<file path="src/rtl/uart_pkg.sv">
// Shared definitions for the configurable UART receiver: parity modes,
// receiver state encoding and the 3-sample majority vote.
package uart_pkg;

    localparam int PAR_NONE = 0;
    localparam int PAR_ODD  = 1;
    localparam int PAR_EVEN = 2;

    typedef enum logic [2:0] {
        ST_IDLE     = 3'd0,
        ST_START    = 3'd1,
        ST_DATA     = 3'd2,
        ST_PARITY   = 3'd3,
        ST_STOP     = 3'd4,
        ST_COMMIT   = 3'd5,
        ST_BRK_WAIT = 3'd6
    } rx_state_e;

    function automatic logic majority3(input logic [2:0] s);
        return (s[0] & s[1]) | (s[0] & s[2]) | (s[1] & s[2]);
    endfunction

endpackage

</file>
<file path="src/rtl/uart_rx_sampler.sv">
// Line front end: 2-flop synchroniser followed by a 3-deep sample history
// whose majority gives a glitch-filtered view of the serial line.
module uart_rx_sampler
    import uart_pkg::*;
(
    input  logic clk,
    input  logic reset_n,
    input  logic rx_i,
    output logic voted_o
);

    logic [1:0] sync_q;
    logic [2:0] hist_q;

    always_ff @(posedge clk) begin
        if (!reset_n) begin
            sync_q <= 2'b11;
            hist_q <= 3'b111;
        end else begin
            sync_q <= {sync_q[0], rx_i};
            hist_q <= {hist_q[1:0], sync_q[1]};
        end
    end

    assign voted_o = majority3(hist_q);

endmodule

</file>
<file path="src/rtl/uart_rx_cfg.sv">
// Configurable UART receiver: N data bits, optional parity, 1/2 stop bits,
// majority-voted sampling, error/break flags and a valid/ready output.
module uart_rx_cfg
    import uart_pkg::*;
#(
    parameter int FREQ      = 24_000_000,
    parameter int BAUD_RATE = 9600,
    parameter int DATA_BITS = 8,
    parameter int PARITY    = 0,
    parameter int STOP_BITS = 1
) (
    input  logic                 clk,
    input  logic                 reset_n,
    input  logic                 rx_serial,
    output logic [DATA_BITS-1:0] rx_data,
    output logic                 rx_valid,
    input  logic                 rx_ready,
    output logic                 rx_parity_err,
    output logic                 rx_frame_err,
    output logic                 rx_break,
    output logic                 rx_overrun
);

    localparam int CPB  = FREQ / BAUD_RATE;
    localparam int HALF = CPB / 2;
    localparam int CW   = $clog2(CPB);
    localparam logic [CW-1:0] CNT_LAST = CW'(CPB - 1);
    localparam logic [CW-1:0] CNT_MID  = CW'(HALF - 1);
    localparam logic [3:0]    BIT_LAST = 4'(DATA_BITS - 1);
    localparam logic [3:0]    STP_LAST = 4'(STOP_BITS - 1);

    if (CPB < 8 || DATA_BITS < 5 || DATA_BITS > 9 || PARITY < PAR_NONE ||
        PARITY > PAR_EVEN || (STOP_BITS != 1 && STOP_BITS != 2)) begin : g_param_err
        $error("uart_rx_cfg: illegal parameter combination");
    end

    logic voted;

    uart_rx_sampler u_sampler (
        .clk     (clk),
        .reset_n (reset_n),
        .rx_i    (rx_serial),
        .voted_o (voted)
    );

    rx_state_e              state_q, state_d;
    logic [CW-1:0]          cnt_q, cnt_d;
    logic [3:0]             bit_q, bit_d;
    logic [DATA_BITS-1:0]   shift_q, shift_d;
    logic                   zero_q, zero_d;
    logic                   perr_q, perr_d;
    logic                   ferr_q, ferr_d;
    logic                   brk_q, brk_d;
    logic [DATA_BITS-1:0]   data_q, data_d;
    logic                   valid_q, valid_d;
    logic                   oper_q, oper_d;
    logic                   ofer_q, ofer_d;
    logic                   obrk_q, obrk_d;
    logic                   ovr_q, ovr_d;
    logic                   par_x;

    // XOR of data plus received parity bit: 1 means an odd total of ones
    assign par_x = (^shift_q) ^ voted;

    always_comb begin
        state_d = state_q;
        cnt_d   = cnt_q;
        bit_d   = bit_q;
        shift_d = shift_q;
        zero_d  = zero_q;
        perr_d  = perr_q;
        ferr_d  = ferr_q;
        brk_d   = brk_q;
        data_d  = data_q;
        valid_d = valid_q;
        oper_d  = oper_q;
        ofer_d  = ofer_q;
        obrk_d  = obrk_q;
        ovr_d   = 1'b0;

        if (valid_q && rx_ready) begin
            valid_d = 1'b0;
        end

        case (state_q)
            ST_IDLE: begin
                cnt_d = '0;
                if (!voted) begin
                    state_d = ST_START;
                end
            end
            ST_START: begin
                if (cnt_q == CNT_MID) begin
                    cnt_d = '0;
                    if (voted) begin
                        state_d = ST_IDLE;
                    end else begin
                        state_d = ST_DATA;
                        bit_d   = '0;
                        zero_d  = 1'b1;
                        perr_d  = 1'b0;
                        ferr_d  = 1'b0;
                        brk_d   = 1'b0;
                    end
                end else begin
                    cnt_d = cnt_q + 1'b1;
                end
            end
            ST_DATA: begin
                if (cnt_q == CNT_LAST) begin
                    cnt_d   = '0;
                    shift_d = {voted, shift_q[DATA_BITS-1:1]};
                    zero_d  = zero_q & ~voted;
                    if (bit_q == BIT_LAST) begin
                        bit_d   = '0;
                        state_d = (PARITY != PAR_NONE) ? ST_PARITY : ST_STOP;
                    end else begin
                        bit_d = bit_q + 4'd1;
                    end
                end else begin
                    cnt_d = cnt_q + 1'b1;
                end
            end
            ST_PARITY: begin
                if (cnt_q == CNT_LAST) begin
                    cnt_d   = '0;
                    perr_d  = (PARITY == PAR_ODD) ? ~par_x : par_x;
                    zero_d  = zero_q & ~voted;
                    state_d = ST_STOP;
                end else begin
                    cnt_d = cnt_q + 1'b1;
                end
            end
            ST_STOP: begin
                if (cnt_q == CNT_LAST) begin
                    cnt_d = '0;
                    if (!voted) begin
                        ferr_d = 1'b1;
                    end
                    if (bit_q == STP_LAST) begin
                        brk_d   = zero_q & ~voted;
                        state_d = ST_COMMIT;
                    end else begin
                        bit_d = bit_q + 4'd1;
                    end
                end else begin
                    cnt_d = cnt_q + 1'b1;
                end
            end
            ST_COMMIT: begin
                cnt_d = '0;
                // A same-cycle handshake frees the slot, so the new word is never lost
                if (!valid_q || rx_ready) begin
                    data_d  = shift_q;
                    valid_d = 1'b1;
                    oper_d  = perr_q;
                    ofer_d  = ferr_q;
                    obrk_d  = brk_q;
                end else begin
                    ovr_d = 1'b1;
                end
                state_d = brk_q ? ST_BRK_WAIT : ST_IDLE;
            end
            ST_BRK_WAIT: begin
                if (voted) begin
                    state_d = ST_IDLE;
                end
            end
            default: begin
                state_d = ST_IDLE;
            end
        endcase
    end

    always_ff @(posedge clk) begin
        if (!reset_n) begin
            state_q <= ST_IDLE;
            cnt_q   <= '0;
            bit_q   <= '0;
            data_q  <= '0;
            valid_q <= 1'b0;
            oper_q  <= 1'b0;
            ofer_q  <= 1'b0;
            obrk_q  <= 1'b0;
            ovr_q   <= 1'b0;
        end else begin
            state_q <= state_d;
            cnt_q   <= cnt_d;
            bit_q   <= bit_d;
            data_q  <= data_d;
            valid_q <= valid_d;
            oper_q  <= oper_d;
            ofer_q  <= ofer_d;
            obrk_q  <= obrk_d;
            ovr_q   <= ovr_d;
        end
    end

    // Frame accumulators are reinitialised at every accepted start bit
    always_ff @(posedge clk) begin
        shift_q <= shift_d;
        zero_q  <= zero_d;
        perr_q  <= perr_d;
        ferr_q  <= ferr_d;
        brk_q   <= brk_d;
    end

    assign rx_data       = data_q;
    assign rx_valid      = valid_q;
    assign rx_parity_err = oper_q;
    assign rx_frame_err  = ofer_q;
    assign rx_break      = obrk_q;
    assign rx_overrun    = ovr_q;

endmodule
</file>
<file path="config.mk">
export PLATFORM = sky130hd
export DESIGN_NAME = uart_rx_cfg
export DESIGN_NICKNAME = d
export VERILOG_FILES = /design/src/rtl/uart_pkg.sv /design/src/rtl/uart_rx_sampler.sv /design/src/rtl/uart_rx_cfg.sv
export SDC_FILE = /design/constraint.sdc
export NUM_CORES = 1
export LEC_CHECK = 0
export ABC_AREA = 1
export CAP_MARGIN = 20
export CELL_PAD_IN_SITES_DETAIL_PLACEMENT = 0
export CELL_PAD_IN_SITES_GLOBAL_PLACEMENT = 2
export CORE_ASPECT_RATIO = 0.9
export CORE_MARGIN = 2
export CORE_UTILIZATION = 33
export DETAILED_ROUTE_END_ITERATION = 10
export PLACE_DENSITY_LB_ADDON = 0.08
export SKIP_LAST_GASP = 1
export SYNTH_ARGS = -nofsm -noshare
export SYNTH_HDL_FRONTEND = slang
export SYNTH_SLANG_ARGS = --single-unit
</file>
<file path="constraint.sdc">
create_clock -name clk -period 1.74 [get_ports clk]
set_input_delay 0.348 -clock clk [delete_from_list [all_inputs] [get_ports clk]]
set_output_delay 0.348 -clock clk [all_outputs]
set_load 0.05 [all_outputs]
</file>
==> summary.md, run 1 <==
| Metric | Value |
|---|---|
| Synth cell types | `32` |
| Post-synthesis sequential element count | `49` |
| Status | `finished clean` |
| Maximum fanout count along the critical path | `4` |
| Pin count of the biggest net entering global routing | `18` |
| Final hold violation count | `0` |
| # DRC | `0` |
| Vias in the first global route | `1999` |
| Combinational share of power | `31.9%` |
| Power density over the cells | `1020 mW/mm^2` |
| DR iter-0 viols | `90` |
| Clock slew at reported path FFs | `100 ps` |
| Final critical-path setup slack | `174 ps` |
| Most common cell after layout, fill and taps aside | `sky130_fd_sc_hd__nand2_1` |
| Die outline height | `85.8 microns` |
| Sequential group share of total power | `44.2%` |
| Dpl cells | `455` |
| Number of instances in the synthesized netlist | `338` |
| Detailed-routing iteration count for the pre-antenna-repair pass | `4` |
| Layout overhead on the synthesized area | `18.6%` |
| Total via count after detailed routing | `2120` |
| Ratio of routed vias to standard cells | `4.58` |
| Hold-fix buffer count after cts | `0` |
| Register area share after synthesis | `44.8%` |
| Clock buffer count from CTS | `5` |
| CTS tree | `built` |
| Most frequent cells in the layout | `sky130_fd_sc_hd__nand2_1 (80), sky130_fd_sc_hd__nor2_1 (61), sky130_fd_sc_hd__inv_1 (37), sky130_fd_sc_hd__dfxtp_1 (34), sky130_fd_sc_hd__buf_4 (26)` |
| Worst endpoint data arrival time | `1590 ps` |
| Critical Path Sink Type | `register` |
| Post-layout nets | `377` |
| Max_cap viols | `0` |
| Total length of routed wires | `5.81 mm` |
| Sum of negative setup slack | `0 ps` |
| Worst vdd ir | `0.000430 V` |
| Die Outline Area | `0.00815 sq mm` |
| Synthesized net count | `346` |
| Number of antenna violations at the first check in global routing | `0` |
| Synth Area per Inst | `7.27 sq um` |
| Slew Viols, Final | `0` |
| Routed wirelength normalized by instance count | `12.6 microns` |
| Clock Path Buffers | `2` |
| Hold/Removal Path Class | `reg -> reg` |
| Setup repair after global routing missed its margin | `no` |
| Number of cell rows | `29` |
| Period minus WS final | `1570 ps` |
| Static Leak | `1.32 nW` |
| Fraction of final layout cells with drive strength greater than 1 | `17.8%` |
| Switching power | `1.10 mW` |
| Source-to-sink clock delay at the later pin of the worst-skew pair | `310 ps` |
| Total global-route track usage | `15.8%` |
| Required @ worst endpoint | `1770 ps` |
| Number of buffers inserted by port buffering | `16` |
| CTS H-tree lvls | `2` |
| Core utilization of the finished layout | `40.7%` |
| Post-placement worst setup slack | `77.6 ps` |
| Worst-margin pin slew | `319 ps` |
| Mapped Area | `0.00246 sq mm` |
| Switching power as a share of total power | `37.0%` |
| Global-route wire length before repair | `9.96 mm` |
| Diode count | `0` |
| Number of nets with antenna violations after detailed routing | `0` |
| Clock sink count | `49` |
| I/O pin cnt | `17` |
| FMAX | `0.638 GHz` |
| Critical Path Source Type | `register` |
| Post-layout instance count excluding filler cells | `463` |
| Internal power component | `1.88 mW` |
| Library cell used as clock root buffer | `sky130_fd_sc_hd__clkbuf_8` |
| Final setup skew | `11.8 ps` |
| Warnings from Yosys | `0` |
| Global placement routability congestion | `0.791` |
| Clock Power Share | `24.0%` |
| Die W | `94.9 microns` |
| Post-route clock period utilization | `90.0%` |
| Critical path class | `reg -> reg` |
| Max-slew headroom at the worst pin | `78.5%` |
| Remaining global-route overflow | `0` |
| Setup-failing EPs final | `0` |
| Dpl hpwl | `4.52 mm` |
| Initial core utilization | `34.4%` |
| Core box area | `0.00715 sq mm` |
[power by group through the flow]
stage	clock, mW	sequential [mW]	combinational [mW]
4_1_cts	0.744	1.31	0.933
3_3_place_gp	0	1.34	0.936
5_1_grt	0.787	1.33	1.08
6_report	0.713	1.31	0.949
2_1_floorplan	0	1.41	0.583
3_5_place_dp	0	1.34	0.930
[through the flow]
stage | hold WS (ps) | total power [mW] | area (sq um)
2_1_floorplan | 393 | 1.99 | 2460
3_3_place_gp | 401 | 2.27 | 2790
3_5_place_dp | 406 | 2.27 | 2790
4_1_cts | 429 | 2.99 | 2880
5_1_grt | 451 | 3.20 | 2910
6_report | 425 | 2.98 | 2910
[flip-flops by register name (all words and copies together), names as in the netlist, 2 cells and up]
register	flops
bit_q	4
rx_data	8
state_q	3
cnt_q	12
shift_q	8
u_sampler.hist_q	3
u_sampler.sync_q	2
[cell usage after synthesis]
library cell | n | area [sq um]
sky130_fd_sc_hd__edfxtp_1 | 12 | 360
sky130_fd_sc_hd__buf_2 | 1 | 5.00
sky130_fd_sc_hd__nand2_4 | 1 | 11.3
sky130_fd_sc_hd__clkinv_1 | 1 | 3.75
sky130_fd_sc_hd__nand3b_1 | 2 | 15.0
sky130_fd_sc_hd__clkbuf_1 | 2 | 7.51
sky130_fd_sc_hd__or2_2 | 2 | 12.5
sky130_fd_sc_hd__dfxtp_1 | 37 | 741
sky130_fd_sc_hd__nand3_1 | 18 | 90.1
sky130_fd_sc_hd__a211oi_1 | 1 | 7.51
sky130_fd_sc_hd__nor2_4 | 4 | 45.0
sky130_fd_sc_hd__nor3_1 | 5 | 25.0
sky130_fd_sc_hd__nand2_2 | 7 | 43.8
sky130_fd_sc_hd__nor2_2 | 4 | 25.0
sky130_fd_sc_hd__nor3_2 | 1 | 10.0
sky130_fd_sc_hd__or2_1 | 1 | 6.26
sky130_fd_sc_hd__nor2_1 | 61 | 229
sky130_fd_sc_hd__nand2_1 | 81 | 304
sky130_fd_sc_hd__inv_1 | 37 | 139
sky130_fd_sc_hd__o21ai_0 | 20 | 100
sky130_fd_sc_hd__a21oi_1 | 7 | 35.0
sky130_fd_sc_hd__and2_1 | 1 | 6.26
sky130_fd_sc_hd__buf_1 | 1 | 3.75
sky130_fd_sc_hd__o211ai_1 | 1 | 7.51
sky130_fd_sc_hd__xor2_1 | 2 | 17.5
sky130_fd_sc_hd__nand4_1 | 11 | 68.8
sky130_fd_sc_hd__clkbuf_2 | 1 | 5.00
sky130_fd_sc_hd__xnor2_1 | 4 | 35.0
sky130_fd_sc_hd__buf_4 | 1 | 7.51
sky130_fd_sc_hd__inv_2 | 5 | 18.8
sky130_fd_sc_hd__ha_1 | 4 | 50.1
sky130_fd_sc_hd__nand3_2 | 2 | 20.0
[cell type report]
type                       count  area (sq um)
clock inverter                 3          25.0
clock buffer                   5          68.8
inverter                      43           161
timing repair buffer          30           245
multi-input combinational    240          1190
sequential                    49          1100
tap                           93           116
fill                         749          4240
[layer usage]
| layer | routed length, microns | part of all wire [%] | vias up | GRT usage, % |
|---|---|---|---|---|
| li1 | - | - | 1137 | - |
| met3 | 217 | 3.7 | 5 | 3.25 |
| met1 | 3190 | 55 | 943 | 23.9 |
| met2 | 2340 | 40 | 35 | 22.6 |
| met4 | 61 | 1.0 | 0 | 4.74 |
| met5 | 0 | 0 | - | 0 |
[repair_timing]
action                                  in CTS  in global routing
setup buffers                                0                  0
endpoints found under the setup margin       0                 33
resized for setup                            0                  9
[critical path: stages, from the launching register on]
cell	delay (ps)
sky130_fd_sc_hd__dfxtp_2	370
sky130_fd_sc_hd__ha_1	190
sky130_fd_sc_hd__inv_1	90
sky130_fd_sc_hd__nor3_4	160
sky130_fd_sc_hd__nand3_2	150
sky130_fd_sc_hd__nand2_1	90
sky130_fd_sc_hd__nand2_1	100
sky130_fd_sc_hd__a21oi_1	150
[path summary, 6_finish.rpt]
kind / from / to / slack, ps / cells after the start
worst max-delay path: cnt_q[0]$_SDFFE_PN0P_ / perr_q$_SDFFCE_PN0P_ / 170 / 7
worst max register to register: cnt_q[0]$_SDFFE_PN0P_ / perr_q$_SDFFCE_PN0P_ / 170 / 7
worst min register to register: u_sampler.sync_q[0]$_SDFF_PN1_ / u_sampler.sync_q[1]$_SDFF_PN1_ / 420 / 1
worst min-delay path: u_sampler.sync_q[0]$_SDFF_PN1_ / u_sampler.sync_q[1]$_SDFF_PN1_ / 420 / 1
[kinds of logic (layout without fill, tap and decap cells)]
kind of cell | Yosys count | count (layout) | share of synthesized area [%]
fa+ha+maj | 4 | 4 | 2.04
flops | 49 | 49 | 44.8
xor+xnor | 6 | 6 | 2.14
simple gates | 201 | 201 | 37.1
buf+inv | 49 | 81 | 7.74
compound gates | 29 | 29 | 6.11
(Power assumes the default switching activity.)
==> run 2, diff against run 1 <==
Settings changed: ABC_CLOCK_PERIOD_IN_PS from default to 1740.
==> results of run 2 <==
Same layout as run 1: the final DEF is identical, and so are final timing and power.
